==> src/rtl/stream_mem_reader_pkg.sv <==
// Shared definitions for the stream memory reader: default widths, memory/FIFO
// latency defaults, FSM state encoding and the skid-sizing rule.
package stream_mem_reader_pkg;

  localparam int unsigned DEF_ADDR_WIDTH  = 32;
  localparam int unsigned DEF_DATA_WIDTH  = 32;
  localparam int unsigned DEF_LEN_WIDTH   = 16;
  localparam int unsigned DEF_MEM_LATENCY = 2;
  localparam int unsigned DEF_FIFO_SKID   = 32;

  typedef enum logic [1:0] {
    ST_IDLE  = 2'd0,
    ST_ISSUE = 2'd1,
    ST_DRAIN = 2'd2,
    ST_DONE  = 2'd3
  } state_e;

  // Words issued but not yet pushed must always fit in the downstream skid region.
  function automatic bit skid_ok(input int unsigned mem_latency, input int unsigned fifo_skid);
    return (mem_latency + 1) < fifo_skid;
  endfunction

endpackage

==> src/rtl/stream_mem_reader_if.sv <==
// Memory read port plus FIFO write port of the stream reader, grouped as one bus.
interface stream_mem_reader_if
  import stream_mem_reader_pkg::*;
#(
  parameter int unsigned ADDR_WIDTH = DEF_ADDR_WIDTH,
  parameter int unsigned DATA_WIDTH = DEF_DATA_WIDTH
) ();

  logic [ADDR_WIDTH-1:0] memAddrOut;
  logic                  memRdEnOut;
  logic [DATA_WIDTH-1:0] memRdDataIn;
  logic [DATA_WIDTH-1:0] wrDataOut;
  logic                  wrValidOut;
  logic                  wrReadyIn;

  modport master (
    output memAddrOut,
    output memRdEnOut,
    input  memRdDataIn,
    output wrDataOut,
    output wrValidOut,
    input  wrReadyIn
  );

  modport slave (
    input  memAddrOut,
    input  memRdEnOut,
    output memRdDataIn,
    input  wrDataOut,
    input  wrValidOut,
    output wrReadyIn
  );

endinterface

==> src/rtl/stream_mem_reader_latency_pipe.sv <==
// Valid shift register matching a fixed-latency memory; o_tail is high in the
// cycle the memory presents data for a strobe issued DEPTH cycles earlier.
module stream_mem_reader_latency_pipe #(
  parameter int unsigned DEPTH = 2
) (
  input  logic clk,
  input  logic rst,
  input  logic i_clr,
  input  logic i_valid,
  output logic o_tail
);

  logic [DEPTH-1:0] r_pipe;

  always_ff @(posedge clk) begin
    if (rst || i_clr) begin
      r_pipe <= '0;
    end else begin
      r_pipe[0] <= i_valid;
      for (int i = 1; i < int'(DEPTH); i++) begin
        r_pipe[i] <= r_pipe[i-1];
      end
    end
  end

  assign o_tail = r_pipe[DEPTH-1];

endmodule

==> src/rtl/stream_mem_reader.sv <==
// Read-DMA front end: issues sequential reads to a fixed-latency memory and
// pushes the returned words into a skid-buffered FIFO, pacing issue on wrReadyIn.
module stream_mem_reader
  import stream_mem_reader_pkg::*;
#(
  parameter int unsigned ADDR_WIDTH  = DEF_ADDR_WIDTH,
  parameter int unsigned DATA_WIDTH  = DEF_DATA_WIDTH,
  parameter int unsigned LEN_WIDTH   = DEF_LEN_WIDTH,
  parameter int unsigned MEM_LATENCY = DEF_MEM_LATENCY,
  parameter int unsigned FIFO_SKID   = DEF_FIFO_SKID
) (
  input  logic                  clk,
  input  logic                  rst,
  input  logic                  startIn,
  input  logic [ADDR_WIDTH-1:0] baseAddrIn,
  input  logic [LEN_WIDTH-1:0]  lengthIn,
  output logic                  busyOut,
  output logic                  doneOut,
  stream_mem_reader_if.master   bus
);

  localparam int unsigned INFL_MAX = MEM_LATENCY + 1;
  localparam int unsigned INFL_W   = $clog2(INFL_MAX + 1);

  if (MEM_LATENCY < 1) begin : g_lat_chk
    $error("stream_mem_reader: MEM_LATENCY must be at least 1");
  end

  if (!skid_ok(MEM_LATENCY, FIFO_SKID)) begin : g_skid_chk
    $error("stream_mem_reader: MEM_LATENCY+1 must be below FIFO_SKID");
  end

  state_e                r_state;
  state_e                w_next_state;
  logic                  w_issue;
  logic                  w_tail;
  logic [ADDR_WIDTH-1:0] r_addr;
  logic [LEN_WIDTH-1:0]  r_remaining;
  logic [INFL_W-1:0]     r_inflight;
  logic                  r_busy;
  logic                  r_done;
  logic                  r_wr_valid;
  logic [DATA_WIDTH-1:0] r_wr_data;

  // State register.
  always_ff @(posedge clk) begin
    if (rst) begin
      r_state <= ST_IDLE;
    end else begin
      r_state <= w_next_state;
    end
  end

  // Next state and issue strobe; issue follows wrReadyIn in the same cycle.
  always_comb begin
    w_next_state = r_state;
    w_issue      = 1'b0;
    case (r_state)
      ST_IDLE: begin
        if (startIn) begin
          w_next_state = (lengthIn == '0) ? ST_DONE : ST_ISSUE;
        end
      end
      ST_ISSUE: begin
        w_issue = bus.wrReadyIn;
        if (w_issue && (r_remaining == LEN_WIDTH'(1))) begin
          w_next_state = ST_DRAIN;
        end
      end
      ST_DRAIN: begin
        if (r_inflight == '0) begin
          w_next_state = ST_DONE;
        end
      end
      ST_DONE: begin
        w_next_state = ST_IDLE;
      end
      default: begin
        w_next_state = ST_IDLE;
      end
    endcase
  end

  stream_mem_reader_latency_pipe #(
    .DEPTH (MEM_LATENCY)
  ) u_latency_pipe (
    .clk     (clk),
    .rst     (rst),
    .i_clr   (1'b0),
    .i_valid (w_issue),
    .o_tail  (w_tail)
  );

  // Address/length tracking and in-flight accounting.
  always_ff @(posedge clk) begin
    if (rst) begin
      r_addr      <= '0;
      r_remaining <= '0;
      r_inflight  <= '0;
    end else begin
      if ((r_state == ST_IDLE) && startIn) begin
        r_addr      <= baseAddrIn;
        r_remaining <= lengthIn;
      end else if (w_issue) begin
        r_addr      <= r_addr + ADDR_WIDTH'(1);
        r_remaining <= r_remaining - LEN_WIDTH'(1);
      end
      // A word leaves the in-flight set when its return is captured for push.
      case ({w_issue, w_tail})
        2'b10:   r_inflight <= r_inflight + INFL_W'(1);
        2'b01:   r_inflight <= r_inflight - INFL_W'(1);
        default: r_inflight <= r_inflight;
      endcase
    end
  end

  // Return capture and status flags.
  always_ff @(posedge clk) begin
    if (rst) begin
      r_wr_valid <= 1'b0;
      r_wr_data  <= '0;
      r_busy     <= 1'b0;
      r_done     <= 1'b0;
    end else begin
      r_wr_valid <= w_tail;
      if (w_tail) begin
        r_wr_data <= bus.memRdDataIn;
      end
      r_busy <= (w_next_state == ST_ISSUE) || (w_next_state == ST_DRAIN);
      r_done <= (w_next_state == ST_DONE);
    end
  end

  assign bus.memAddrOut = r_addr;
  assign bus.memRdEnOut = w_issue;
  assign bus.wrDataOut  = r_wr_data;
  assign bus.wrValidOut = r_wr_valid;
  assign busyOut        = r_busy;
  assign doneOut        = r_done;

endmodule

==> src/flat_wrapper.sv <==
// flat-port wrapper written by rule: the top's interface ports become plain ports
module stream_mem_reader_flat import stream_mem_reader_pkg::*;
#(
  parameter int unsigned ADDR_WIDTH  = DEF_ADDR_WIDTH,
  parameter int unsigned DATA_WIDTH  = DEF_DATA_WIDTH,
  parameter int unsigned LEN_WIDTH   = DEF_LEN_WIDTH,
  parameter int unsigned MEM_LATENCY = DEF_MEM_LATENCY,
  parameter int unsigned FIFO_SKID   = DEF_FIFO_SKID
)
  (clk, rst, startIn, baseAddrIn, lengthIn, busyOut, doneOut, bus_memAddrOut, bus_memRdEnOut, bus_memRdDataIn, bus_wrDataOut, bus_wrValidOut, bus_wrReadyIn);
  stream_mem_reader_if #(.ADDR_WIDTH(ADDR_WIDTH), .DATA_WIDTH(DATA_WIDTH)) bus_i ();
  input  logic clk;
  input  logic rst;
  input  logic startIn;
  input  logic [ADDR_WIDTH-1:0] baseAddrIn;
  input  logic [LEN_WIDTH-1:0] lengthIn;
  output logic busyOut;
  output logic doneOut;
  output wire logic [$bits(bus_i.memAddrOut)-1:0] bus_memAddrOut;
  output wire logic [$bits(bus_i.memRdEnOut)-1:0] bus_memRdEnOut;
  input wire logic [$bits(bus_i.memRdDataIn)-1:0] bus_memRdDataIn;
  output wire logic [$bits(bus_i.wrDataOut)-1:0] bus_wrDataOut;
  output wire logic [$bits(bus_i.wrValidOut)-1:0] bus_wrValidOut;
  input wire logic [$bits(bus_i.wrReadyIn)-1:0] bus_wrReadyIn;
  assign bus_memAddrOut = bus_i.memAddrOut;
  assign bus_memRdEnOut = bus_i.memRdEnOut;
  assign bus_i.memRdDataIn = bus_memRdDataIn;
  assign bus_wrDataOut = bus_i.wrDataOut;
  assign bus_wrValidOut = bus_i.wrValidOut;
  assign bus_i.wrReadyIn = bus_wrReadyIn;
  stream_mem_reader #(.ADDR_WIDTH(ADDR_WIDTH), .DATA_WIDTH(DATA_WIDTH), .LEN_WIDTH(LEN_WIDTH), .MEM_LATENCY(MEM_LATENCY), .FIFO_SKID(FIFO_SKID)) u_core (.clk(clk), .rst(rst), .startIn(startIn), .baseAddrIn(baseAddrIn), .lengthIn(lengthIn), .busyOut(busyOut), .doneOut(doneOut), .bus(bus_i));
endmodule
==> config.mk <==
export PLATFORM = sky130hd
export DESIGN_NAME = stream_mem_reader_flat
export DESIGN_NICKNAME = d
export VERILOG_FILES = /design/src/rtl/stream_mem_reader_pkg.sv /design/src/rtl/stream_mem_reader_if.sv /design/src/rtl/stream_mem_reader_latency_pipe.sv /design/src/rtl/stream_mem_reader.sv /design/src/flat_wrapper.sv
export SDC_FILE = /design/constraint.sdc
export NUM_CORES = 1
export LEC_CHECK = 0
export CAP_MARGIN = 25
export CORE_MARGIN = 2
export CORE_UTILIZATION = 39
export DETAILED_ROUTE_END_ITERATION = 6
export HOLD_SLACK_MARGIN = 0.12
export PLACE_DENSITY_LB_ADDON = 0.2
export SETUP_SLACK_MARGIN = 0.3
export SYNTH_ARGS = -nofsm -noshare
export SYNTH_HDL_FRONTEND = slang
export SYNTH_SLANG_ARGS = --single-unit
==> constraint.sdc <==
create_clock -name clk -period 2.83 [get_ports clk]
set_clock_uncertainty 0.15 [all_clocks]
set_input_delay 0.849 -clock clk [delete_from_list [all_inputs] [get_ports clk]]
set_output_delay 0.849 -clock clk [all_outputs]
set_load 0.01 [all_outputs]
---- Yosys cells after proc, flatten, opt, wreduce, memory -nomap -nowiden ----
Cells that the tools add are included.
storage, ports and cells
  register bits after elaboration ......... 89
cells by class
  add/sub/neg operators ................... 4
  equality and inequality tests ........... 9
  mux-type cells .......................... 11
  reduce and logical (&&, ||, !) cells .... 8
operator list
  operator               count
  $mux 32                2
  $add 32x1->32 const B  1
  $mux 16                2
  $eq 16x1->1 const B    1
  $logic_not 16->1       1
  $sub 16x1->16 const B  1
  $eq 2x2->1 const B     5
  $mux 2                 4
  $pmux 2 s4             1
  $eq 2x1->1 const B     3
  $logic_not 2->1        2
  $pmux 2 s2             1
  $reduce_bool 2->1      2
  $add 2x1->2 const B    1
  $logic_and 1x1->1      2
  $sub 2x1->2 const B    1
  $logic_or 1x1->1       1
  $mux 1                 1

---- Longest topological paths before layout ----
  depth in word-level cells ............... 6
  gate-level depth with buffers ........... 8

---- Cells and area by module ----
A second synthesis with hierarchy kept.
second synthesis, totals
  cell total of the unflattened synthesis .. 465
  area total of the unflattened synthesis .. 4091.4 µm²
modules (own cells, without submodules)
  module                          instances  cells each  area an instance (µm²)
  stream_mem_reader               1          461         4036.4
  stream_mem_reader_latency_pipe  1          4           55.1

---- Worst setup path before layout ----
No wires, ideal clock.
  path kind ............................... input-to-reg
  start ................................... in lengthIn[1]
  end ..................................... reg u_core.r_busy, in the netlist u_core.busyOut
  setup time .............................. 0.128 ns
  data arrival time ....................... 2.127 ns
  data required time ...................... 2.552 ns
  setup slack ............................. 0.425 ns
  stages .................................. 6
  buffers on the path ..................... 0
  cells stage by stage .................... or4_1 > nor4_1 > and4_1 > a211o_1 > ha_1 > nor2b_1
between the ends
  cells in the longest elaborated chain, start to end .. 6
RTL lines
  item                                             line                      RTL
  start: declaration                               flat_wrapper.sv:16        input logic [LEN_WIDTH-1:0] lengthIn;
  $logic_not 16->1 *                               stream_mem_reader.sv:61   w_next_state = (lengthIn == '0) ? ST_DONE : ST_ISSUE;
  $mux 2 *                                         stream_mem_reader.sv:61
  $mux 2 *                                         stream_mem_reader.sv:60   if (startIn) begin
  $pmux 2 s4 *                                     stream_mem_reader.sv:58   case (r_state)
  via u_core.w_next_state[1]                       stream_mem_reader.sv:34   state_e w_next_state;
  $eq 2x1->1 / $eq 2x2->1 (equally long branches)  stream_mem_reader.sv:129  r_busy <= (w_next_state == ST_ISSUE) || (w_next_state == ST_DRAIN);
  $logic_or 1x1->1 *                               stream_mem_reader.sv:129
  end signal: assignment                           stream_mem_reader.sv:129
  end: declaration                                 stream_mem_reader.sv:40   logic r_busy;
Mark *: on every way through the listed nets, which the timed path passes. The rest lies on a longest branch.
A chain may end at the register's enable or synchronous reset.

---- Final worst setup path ----
  start ................................... reg u_core.r_addr[12], in the netlist u_core.bus.memAddrOut[12]
  end ..................................... out bus_memAddrOut[12]
RTL lines
  item                      line                      RTL
  start: declaration        stream_mem_reader.sv:37   logic [ADDR_WIDTH-1:0] r_addr;
  start signal: assignment  stream_mem_reader.sv:102  r_addr <= baseAddrIn;
  start signal: assignment  stream_mem_reader.sv:105  r_addr <= r_addr + ADDR_WIDTH'(1);
  end: declaration          flat_wrapper.sv:19        output wire logic [$bits(bus_i.memAddrOut)-1:0] bus_memAddrOut;
No word-level cell between the ends.

==> results.md <==
* Finished Cell Area at 6250 um^2
* DR vias/cell at 5.46
* Final HPWL DP at 9080 um
* Status: complete, no violations
* #FFs+latches synth at 89
* Final setup fails at 0
* Synth area leaders: dfxtp_1 (41%), mux2i_1 (7.4%), nor2_1 (5.8%)
* Crit Path Class: flip-flop to output pin
* WL/cell at 15.9 um
* Hold-fix buffer count after cts at 0
* PwrDens at 456 nW/um^2
* Fin nets at 739
* Routed WL at 12700 um
* Largest net degree at the start of global routing at 48
* DR iter-0 viols at 236
* Top cell type's share of synthesized area at 41.2%
* Crit. End Element: output pin
* NetSw at 0.801 mW
* Cell depth of the worst flop-to-flop path at 6
* CP startpoint kind: flip-flop
* Initial antenna violation count at 0
* Cell taking the most area after synthesis: dfxtp_1
* Yosys warns at 0
* Slew @ Worst Pin at 0.637 ns
* Clock power frac at 31.8%
* Area after DPL at 6010 um^2
* Main synth FF type: dfxtp_1
* Antenna diodes at 0
* CP max-delay cell: clkdlybuf4s50_1
* Leak pwr at 2.23 nW
* Die width at 109 um
* Worst skew pair latency at 0.36 ns
* H-Tree Depth at 3
* Antenna viol nets, final at 0
* Die H at 109 um
* Gate power share at 19.4%
* Internal at 2.05 mW
* Slew HR at 57.3%
* EDFF count, synth at 0
* Via count at 4342
* TritonCTS clock tree: done
* Sequential share of the synthesized area at 41.2%
* Buffer and inverter count on the worst path at 1
* Share of layout cells above drive strength 1 at 8.70%
* Gp weighted congestion at 0.825
* Sw frac at 28.1%
* I/O pins at 152
* Clock Sinks at 89
* Max_cap viols at 0
* Hold depth at 1
* Max Root-Sink Buffers at 2
* Starting density of the core at 39.9%
* Async set or reset register ratio after synthesis at 0%
* Tot Pwr at 2.85 mW
* First-pass GRT wire length at 20100 um
* Core ar. at 10800 um^2
* P&R area growth vs syn at 44.4%
* Mapped Cells at 499
* DIE AREA at 12000 um^2
* Largest stage delay on the critical path at 0.60 ns
* Post-synth cell types at 56
* Part of the power in registers at 48.8%
* Num rows at 38
* Crit path cell chain: clkdlybuf4s50_1
* Crit path required time at 1.83 ns
* Top Family by Delay on Critical Path: buffers and inverters
* Vias in the first global route at 4150
* CTS clk-pin slew, worst paths at 0.09 ns
* Hold Fails Final Rpt at 0
* Post-Syn Area at 4330 um^2
* DRT Pass-1 Iters at 5
* Fin crit period at 2.45 ns
* Gr usage total at 21.1%
* Remaining global-route overflow at 0
* VDD IR max at 0.213 mV
* CP max FO at 7
* Fin Hold WS at 0.324 ns
* CTS Root Buffer Type: clkbuf_8
* RSZ-0062 raised after global routing: no
* Min-delay worst type: flip-flop to flip-flop
* Post-Syn Area per Cell at 8.67 um^2
* Critical Path AT at 1.45 ns
* Final max-slew violation count at 0
* Buffers on Ports at 151
* TritonCTS Buffers at 9
* Max frequency at 408 MHz
* CP Depth at 1
* DRC at 0
* Syn Nets at 588
* Final period utilization at 86.6%
-- flip-flops by register name, summed over array words and instances, names as in the netlist --
signal,count
u_core.r_state,2
u_core.busyOut,1
u_core.r_inflight,2
u_core.r_remaining,16
u_core.bus.wrDataOut,32
u_core.bus.wrValidOut,1
u_core.doneOut,1
u_core.bus.memAddrOut,32
u_core.u_latency_pipe.r_pipe,2
-- final cells by class --
cell class / instances / area [um^2]
clock buffers: 10 / 138
clock inverters: 6 / 67.6
fillers: 990 / 4590
inverters: 8 / 30.0
multi-input cells: 370 / 2380
flip-flops and latches: 89 / 1780
well taps: 140 / 175
repair buffers: 172 / 1680
-- power by group through the flow --
stage	combinational, mW	clock [mW]	sequential (mW)
2_1_floorplan	0.262	0	1.42
3_3_place_gp	0.539	0	1.41
3_5_place_dp	0.549	0	1.42
4_1_cts	0.551	0.930	1.39
5_1_grt	0.600	0.995	1.40
6_report	0.552	0.907	1.39
-- cell usage in the layout, fill, tap and decap left out, drive strengths merged, types with 4 or more instances in the layout --
| cell type | count |
|---|---|
| clkdlybuf4s50 | 143 |
| dfxtp | 89 |
| nor2 | 69 |
| a21oi | 36 |
| nand2 | 32 |
| mux2i | 32 |
| buf | 22 |
| nand4 | 19 |
| xor2 | 17 |
| o21ai | 17 |
| o22ai | 16 |
| nand3 | 14 |
| and3 | 14 |
| clkbuf | 11 |
| nor3 | 11 |
| nor4 | 11 |
| nor2b | 9 |
| inv | 8 |
| a221oi | 8 |
| or3 | 6 |
| a31oi | 5 |
| ha | 5 |
| dlygate4sd2 | 5 |
| o211ai | 4 |
| a22oi | 4 |
| or4 | 4 |
-- repair_timing --
item,in CTS,in global routing
resized for setup,9,9
pin swaps,4,4
setup buffers,0,0
gates cloned,0,0
setup endpoints to repair,12,12
-- per-stage QoR --
step,setup TNS (ns),std cells,worst slack [ns],util (%)
floorplan,0,499,0.425,-
global placement,-1.19,779,-0.237,55.5
detailed placement,-1.97,779,-0.235,55.5
CTS,0,795,0.301,57.4
global route,0,795,0.309,57.6
finish,0,795,0.380,57.6
-- final timing paths --
path,slack (ns),endpoint,start
setup / recovery,0.38,bus_memAddrOut[12],u_core.bus.memAddrOut[12]
hold reg to reg,0.32,u_core.u_latency_pipe.r_pipe[1],u_core.u_latency_pipe.r_pipe[0]
hold / removal,0.32,u_core.u_latency_pipe.r_pipe[1],u_core.u_latency_pipe.r_pipe[0]
setup reg to reg,0.60,u_core.bus.memAddrOut[24],u_core.bus.memAddrOut[0]
-- logic make-up (layout without fill, tap and decap cells) --
family	after synthesis	after routing	synth area share, %
adder cells (fa/ha/maj)	5	5	1.45
AO/OA/AOI/OAI	107	107	15.7
buffers and inverters	40	196	4.54
multiplexers	35	35	8.18
flip-flops	89	89	41.2
AND/OR/NAND/NOR	203	203	24.9
XOR/XNOR	20	20	4.05
-- cell usage after synthesis (2+ instances only) --
| library cell | instances |
|---|---|
| nor2b_1 | 9 |
| and3_1 | 14 |
| nor4_2 | 2 |
| and2_1 | 3 |
| o311ai_0 | 2 |
| ha_1 | 5 |
| mux2i_1 | 32 |
| nand3_1 | 14 |
| o22ai_1 | 16 |
| a221oi_1 | 8 |
| a31oi_1 | 5 |
| xnor2_1 | 3 |
| clkbuf_8 | 3 |
| mux2_1 | 3 |
| nor2_1 | 67 |
| o21ai_0 | 16 |
| nand2_1 | 32 |
| nor4_1 | 9 |
| nand2b_1 | 2 |
| inv_1 | 7 |
| nor3b_1 | 3 |
| a222oi_1 | 3 |
| a22oi_1 | 4 |
| buf_2 | 9 |
| nand4_1 | 18 |
| o211ai_1 | 4 |
| nor3_1 | 9 |
| dfxtp_1 | 89 |
| xor2_1 | 17 |
| and4_1 | 2 |
| a32oi_1 | 3 |
| clkbuf_1 | 19 |
| or4_1 | 3 |
| a2bb2oi_1 | 2 |
| or3_1 | 6 |
| a21oi_1 | 36 |
-- per-layer routing --
layer / track usage (%) / routed length (um) / vias up
met3: 6.40 / 1120 / 12
met5: 0 / 0 / -
li1: - / - / 2125
met4: 7.41 / 170 / 0
met1: 26.9 / 5560 / 2045
met2: 33.9 / 5800 / 160
Power figures use the tool's default switching activity.
